[src/rtl/block_a_seq_ctrl.sv]
// Source-side sequencer for blockA: runs N aStuff req/ack + cStuff rdy/vld pairs,
// then a startDone notify/ack, reporting progress, timeout and abort status.
module block_a_seq_ctrl #(
    parameter int DATA_W  = 32,
    parameter int CNT_W   = 8,
    parameter int TMO_CYC = 255
) (
    input  logic              clk,
    input  logic              rst,
    input  logic              cfg_start,
    input  logic [CNT_W-1:0]  cfg_count,
    input  logic [DATA_W-1:0] cfg_base,
    input  logic              cfg_abort,
    output logic              a_req,
    output logic [DATA_W-1:0] a_data,
    input  logic              a_ack,
    output logic              c_vld,
    output logic [DATA_W-1:0] c_data,
    input  logic              c_rdy,
    output logic              done_notify,
    input  logic              done_ack,
    output logic              st_busy,
    output logic [CNT_W-1:0]  st_xfer_cnt,
    output logic              st_timeout,
    output logic              st_aborted
);

    // The wait counter only has to reach TMO_CYC-1: the timeout fires at the end of that cycle.
    localparam int                WAIT_W    = (TMO_CYC > 1) ? $clog2(TMO_CYC) : 1;
    localparam bit                TMO_EN    = (TMO_CYC != 0);
    localparam logic [WAIT_W-1:0] WAIT_LAST = (TMO_CYC > 0) ? WAIT_W'(TMO_CYC - 1) : '0;

    typedef enum logic [2:0] {IDLE, A_REQ, C_XFER, NOTIFY, ERR} state_t;

    state_t              r_state;
    state_t              w_next;
    logic [CNT_W-1:0]    r_remaining;
    logic [CNT_W-1:0]    r_xfer_cnt;
    logic [DATA_W-1:0]   r_payload;
    logic [WAIT_W-1:0]   r_wait;
    logic                r_timeout;
    logic                r_aborted;
    logic                w_start;
    logic                w_done;
    logic                w_set_tmo;
    logic                w_set_abort;
    logic                w_abort;
    logic                w_tmo_hit;
    logic                w_a_req;
    logic                w_c_vld;

    always_comb begin
        w_next      = r_state;
        w_start     = 1'b0;
        w_done      = 1'b0;
        w_set_tmo   = 1'b0;
        w_set_abort = 1'b0;
        w_abort     = cfg_abort && (r_state inside {A_REQ, C_XFER, NOTIFY});
        w_tmo_hit   = TMO_EN && (r_wait == WAIT_LAST);
        // Priority in every wait state: abort, then handshake, then timeout.
        case (r_state)
            IDLE: begin
                if (cfg_start) begin
                    w_start = 1'b1;
                    w_next  = (cfg_count != '0) ? A_REQ : NOTIFY;
                end
            end
            A_REQ: begin
                if (w_abort) begin
                    w_set_abort = 1'b1;
                    w_next      = ERR;
                end else if (a_ack) begin
                    w_next = C_XFER;
                end else if (w_tmo_hit) begin
                    w_set_tmo = 1'b1;
                    w_next    = ERR;
                end
            end
            C_XFER: begin
                if (w_abort) begin
                    w_set_abort = 1'b1;
                    w_next      = ERR;
                end else if (c_rdy) begin
                    w_done = 1'b1;
                    w_next = (r_remaining > CNT_W'(1)) ? A_REQ : NOTIFY;
                end else if (w_tmo_hit) begin
                    w_set_tmo = 1'b1;
                    w_next    = ERR;
                end
            end
            NOTIFY: begin
                if (w_abort) begin
                    w_set_abort = 1'b1;
                    w_next      = ERR;
                end else if (done_ack) begin
                    w_next = IDLE;
                end else if (w_tmo_hit) begin
                    w_set_tmo = 1'b1;
                    w_next    = ERR;
                end
            end
            ERR:     w_next = IDLE;
            default: w_next = IDLE;
        endcase
    end

    always_ff @(posedge clk) begin
        if (rst) begin
            r_state     <= IDLE;
            r_remaining <= '0;
            r_xfer_cnt  <= '0;
            r_payload   <= '0;
            r_wait      <= '0;
            r_timeout   <= 1'b0;
            r_aborted   <= 1'b0;
        end else begin
            r_state <= w_next;
            r_wait  <= (w_next != r_state) ? '0 : r_wait + 1'b1;
            if (w_start) begin
                r_remaining <= cfg_count;
                r_payload   <= cfg_base;
                r_xfer_cnt  <= '0;
                r_timeout   <= 1'b0;
                r_aborted   <= 1'b0;
            end
            if (w_done) begin
                r_remaining <= r_remaining - 1'b1;
                r_payload   <= r_payload + 1'b1;
                if (r_xfer_cnt != '1) begin
                    r_xfer_cnt <= r_xfer_cnt + 1'b1;
                end
            end
            if (w_set_tmo) begin
                r_timeout <= 1'b1;
            end
            if (w_set_abort) begin
                r_aborted <= 1'b1;
            end
        end
    end

    // Strobes decode straight from the state register, so at most one is ever high.
    assign w_a_req     = (r_state == A_REQ);
    assign w_c_vld     = (r_state == C_XFER);
    assign a_req       = w_a_req;
    assign c_vld       = w_c_vld;
    assign a_data      = w_a_req ? r_payload : '0;
    assign c_data      = w_c_vld ? ~r_payload : '0;
    assign done_notify = (r_state == NOTIFY);
    assign st_busy     = (r_state != IDLE);
    assign st_xfer_cnt = r_xfer_cnt;
    assign st_timeout  = r_timeout;
    assign st_aborted  = r_aborted;

endmodule

[config.mk]
export PLATFORM = sky130hd
export DESIGN_NAME = block_a_seq_ctrl
export DESIGN_NICKNAME = d
export VERILOG_FILES = /design/src/rtl/block_a_seq_ctrl.sv
export SDC_FILE = /design/constraint.sdc
export NUM_CORES = 1
export LEC_CHECK = 0
export CAP_MARGIN = 25
export CORE_UTILIZATION = 47
export CTS_BUF_LIST = sky130_fd_sc_hd__clkbuf_4
export DETAILED_ROUTE_END_ITERATION = 16
export GPL_ROUTABILITY_DRIVEN = 0
export HOLD_SLACK_MARGIN = 0.08
export PLACE_DENSITY_LB_ADDON = 0.1
export SYNTH_ARGS = -nofsm -noshare
export SYNTH_HDL_FRONTEND = slang
export SYNTH_SLANG_ARGS = --single-unit
[constraint.sdc]
create_clock -name clk -period 2.8 [get_ports clk]
set_input_delay 0.42 -clock clk [delete_from_list [all_inputs] [get_ports clk]]
set_output_delay 0.42 -clock clk [all_outputs]
set_load 0.05 [all_outputs]
=== After elaboration in Yosys (flattened, before gate mapping) ===
Cells that the tools add are included.

* $add $sub $neg: 4
* Magnitude comparators: 1
* Eq/ne operators: 6
* Muxes and demuxes: 38
* Bitwise operators: 1
* Reductions and logical operators: 10

{| class="wikitable"
|+ Operators by type and width
! kind !! count
|-
| $mux 32 || 4
|-
| $mux 8 || 5
|-
| $add 32x1->32 const B || 1
|-
| $not 32->32 || 1
|-
| $mux 3 || 8
|-
| $mux 1 || 17
|-
| $add 8x1->8 const B || 2
|-
| $pmux 3 s4 || 1
|-
| $eq 8x8->1 const B || 1
|-
| $gt 8x1->1 const B || 1
|-
| $ne 8x8->1 const B || 1
|-
| $reduce_bool 8->1 || 1
|-
| $sub 8x1->8 const B || 1
|-
| $eq 3x2->1 const B || 2
|-
| $reduce_bool 2->1 || 3
|-
| $reduce_bool 3->1 || 2
|-
| $mux 2 || 2
|-
| $eq 3x1->1 const B || 1
|-
| $logic_not 3->1 || 1
|-
| $ne 3x3->1 || 1
|-
| $pmux 1 s3 || 1
|-
| $reduce_or 3->1 || 1
|-
| $reduce_or 2->1 || 1
|-
| $logic_and 1x1->1 || 1
|}

* Flip-flop bits (word level): 61
* Input bits: 47
* Output and inout port bits: 78
* Logic and storage cells: 67

=== Longest topological paths before layout ===
* Word-level depth: 7
* Gate-level depth with buffers: 8
* Mapped depth without buffers: 6

=== Worst setup path before layout ===
No wires, ideal clock.

* Path type: reg-to-output
* Start point: register r_state[1]
* End point: output port c_data[22]
* Arrival: 2100 ps
* Setup slack: 280 ps
* Cell stages (with the launch flop): 6
* Cell sequence: dfxtp_1 buf_2 or3b_2 clkbuf_1 clkbuf_1 nor2_1

* Longest elaborated chain between the ends: 2

{| class="wikitable"
|+ Ends and longest elaborated chain
! element !! RTL line !! text
|-
| start, declared || 35 || <nowiki>state_t r_state;</nowiki>
|-
| start signal, assigned || 117 || <nowiki>r_state <= w_next;</nowiki>
|-
| $eq 3x2->1 || 144 || <nowiki>assign w_c_vld = (r_state == C_XFER);</nowiki>
|-
| $mux 32 || 148 || <nowiki>assign c_data = w_c_vld ? ~r_payload : '0;</nowiki>
|-
| end, declared || 18 || <nowiki>output logic [DATA_W-1:0] c_data,</nowiki>
|}

Every way passes these cells.

=== Final worst setup path ===
* Start point: register r_state[0]
* End point: output port a_data[24]

* Longest elaborated chain between the ends: 2

{| class="wikitable"
|+ Ends and longest elaborated chain
! element !! RTL line !! text
|-
| $eq 3x1->1 || 143 || <nowiki>assign w_a_req = (r_state == A_REQ);</nowiki>
|-
| $mux 32 || 147 || <nowiki>assign a_data = w_a_req ? r_payload : '0;</nowiki>
|-
| end, declared || 15 || <nowiki>output logic [DATA_W-1:0] a_data,</nowiki>
|}

Every way passes these cells.

==> out/summary.txt <==
Critical path class: reg -> out
Initial antenna violation count: 0
Critical Path RT: 2.38 ns
Post-synth EDFFs: 0
Synth Area in Compound Gates: 18.1%
Die height: 93.7 um
Mean post-synth cell area: 7.70 um^2
ANT cells: 0
Ranking of synthesized cells by area: dfxtp_1 (31%), nor2_1 (6.6%), and2_1 (5.2%), nand2_1 (4.4%), a21oi_1 (3.9%)
Clock Path Buffers: 2
H-tree level count: 3
Worst slew pin tran: 0.716 ns
Final min period: 2.57 ns
CP dominant cell by count: buf_12
DR pass1 iterations: 5
Total congestion overflow: 0
Final period utilization: 91.9%
Switching share of power: 31.9%
Placed insts: 720
Final Non-Filler Cells: 736
Num rows: 33
First-pass GRT wire length: 20300 um
Combinational Power Share: 23.2%
CTS tree: built
Total track usage: 29.2%
Top layer in use: met4
Worst Hold Class: in -> reg
Run status: finished, final reports clean
Fillcell total: 611
Cells after Synth: 513
R2R setup slack: 0.54 ns
Clock-pin slew on the worst setup and hold paths: 0.11 ns
Detailed Place HPWL: 8990 um
Setup bufs post-CTS: 0
Total Routed Length: 12400 um
Met2 WL: 6120 um
Clock sinks: 61
CP max-delay cell: dfxtp_1
Number of nets with antenna violations after routing: 0
Synth cell types: 73
Int Pwr: 0.00151 W
Largest net degree at the start of global routing: 46
Adder-Cell Fraction of Synth Area: 1.90%
Max-slew violation count: 0
Worst-path cell chain: nor3b_2, buf_12, and2_1, buf_12
Most common cell in the netlist: nor2_1
Share of layout cells above drive strength 1: 19.7%
Nets: 679
Sequential-to-total area share from yosys stat: 30.9%
Worst-skew pair later-pin latency: 0.42 ns
Layout overhead on the synthesized area: 53.9%
Peak supply drop: 0.296 mV
Fmax: 389 MHz
Core area: 8180 um^2
Root Driver: clkbuf_4
Post-Synth XOR/XNOR Area: 2.22%
Worst Setup Start Kind: register
FF+latch area: 1220 um^2
M1 WL: 5010 um
Routed vias: 4522
Async SR Flop Fraction: 0%
Post-route setup TNS: 0 ns
DR vias/cell: 6.14
Setup-failing EPs final: 0
Main combinational cell family by area after synthesis: simple AND/OR/NAND/NOR gates
1st-iter DRT viols: 334
Post-Syn Nets: 566
DIE WIDTH: 93.7 um
Post-synthesis mux area share: 2.22%
MaxCap Viol Count: 0
RSZ-0062 raised after global routing: no
Number of global-route vias before repair: 4158
Synth area leader: dfxtp_1
Most instantiated cells after synthesis: nor2_1 (69), dfxtp_1 (61), nand2_1 (46)
Post-Synthesis Cell Area: 3950 um^2
Routed len/inst: 16.8 um
Flop pwr share: 45.1%
PwrDens: 365 nW/um^2
Final Hold Vio Count: 0
Multi-input logic area: 2510 um^2
Switching power: 0.000708 W
Critical path peak fanout: 31
Power share of the clock group: 31.7%
Worst path arrival time: 2.15 ns
Post-synthesis simple-gate area fraction: 39.0%
Worst slew margin: 51.8%
TritonCTS Buffers: 9
I/O pin count: 125
Number of synthesized register bits: 61
Main synth FF type: dfxtp_1
Post-synth top area share: 30.9%
Wire length on met3: 981 um
DRC Markers: 0
YS warnings: 0
Die area: 8770 um^2
Initial Util: 48.3%
Skew final: 0.0161 ns
Crit. End Element: output pin
Worst path max stage delay: 0.68 ns
Leak pwr: 2.27 nW
I/O Buffers: 124
# hold bufs at CTS: 0
[cells by family after synthesis]
kind of cell / after synthesis
buf+inv: 43
mux: 8
simple gates: 277
flops: 61
xor+xnor: 10
fa+ha+maj: 6
compound gates: 108
[state kept, by name, summed over array words and instances (netlist names)]
signal and flops:
r_state 3, r_wait 8, r_payload 32, st_aborted 1
r_remaining 8, st_timeout 1, st_xfer_cnt 8
[final timing paths]
kind	from	endpoint	cells past startpoint
worst max-delay path	r_state[0]$_SDFF_PP0_	a_data[24]	4
worst min-delay path	rst	r_payload[30]$_SDFFE_PP0P_	2
worst max register to register	r_state[2]$_SDFF_PP0_	st_xfer_cnt[2]$_SDFF_PP0_	5
worst min register to register	st_timeout$_SDFFE_PP0P_	st_timeout$_SDFFE_PP0P_	2
[routing by layer]
metal	track usage (%)	vias to the layer above
met5	0	-
met4	11.9	0
met3	5.66	30
met2	50.6	245
met1	35.3	2128
li1	-	2119
[worst max-delay path, delay by kind of cell, from the launching register on]
| kind | cells | cell delay [ns] |
|---|---|---|
| DFF | 1 | 0.68 |
| and+or+nand+nor | 2 | 0.66 |
| buffers and inverters | 2 | 0.38 |
[layout by cell type, fill, tap and decap left out, drive strengths merged, types with 10 or more instances in the layout]
| cell type | count |
|---|---|
| nor2 | 70 |
| a31oi | 18 |
| o21ai | 14 |
| nand4 | 15 |
| nor3 | 13 |
| or3 | 10 |
| buf | 81 |
| clkdlybuf4s50 | 57 |
| and2 | 34 |
| a21oi | 31 |
| nand3 | 29 |
| dfxtp | 61 |
| nand2 | 48 |
| nor4 | 18 |
[power by group through the flow]
stage / clock (W) / combinational, W / sequential (W)
floorplan: 0 / 0.000300 / 0.000984
global placement: 0 / 0.000499 / 0.00101
detailed placement: 0 / 0.000511 / 0.00102
CTS: 0.000704 / 0.000512 / 0.000998
global route: 0.000748 / 0.000551 / 0.00101
finish: 0.000703 / 0.000516 / 0.00100
[what timing repair did]
item                                   CTS  global route
setup endpoints to repair                0            31
endpoints found under the hold margin    0             0
gates resized for setup                  0             1
[cell type report]
class | count | share of cell area (%)
inverter | 7 | 0.432
sequential | 61 | 20.1
timing repair buffer | 138 | 33.3
clock inverter | 7 | 1.48
tap | 105 | 2.16
clock buffer | 9 | 1.11
multi-input combinational | 409 | 41.4
[per-stage QoR]
step | utilization (%) | instance area (um^2) | total power, W | hold slack (ns) | setup WS [ns]
floorplan | - | 3950 | 0.00128 | 0.426 | 0.280
global placement | 72.4 | 5920 | 0.00151 | 0.440 | 0.332
detailed placement | 72.4 | 5920 | 0.00153 | 0.449 | 0.222
CTS | 74.3 | 6080 | 0.00221 | 0.346 | 0.0893
global route | 74.3 | 6080 | 0.00231 | 0.352 | 0.0671
finish | 74.3 | 6080 | 0.00222 | 0.359 | 0.227
(Power assumes the default switching activity.)
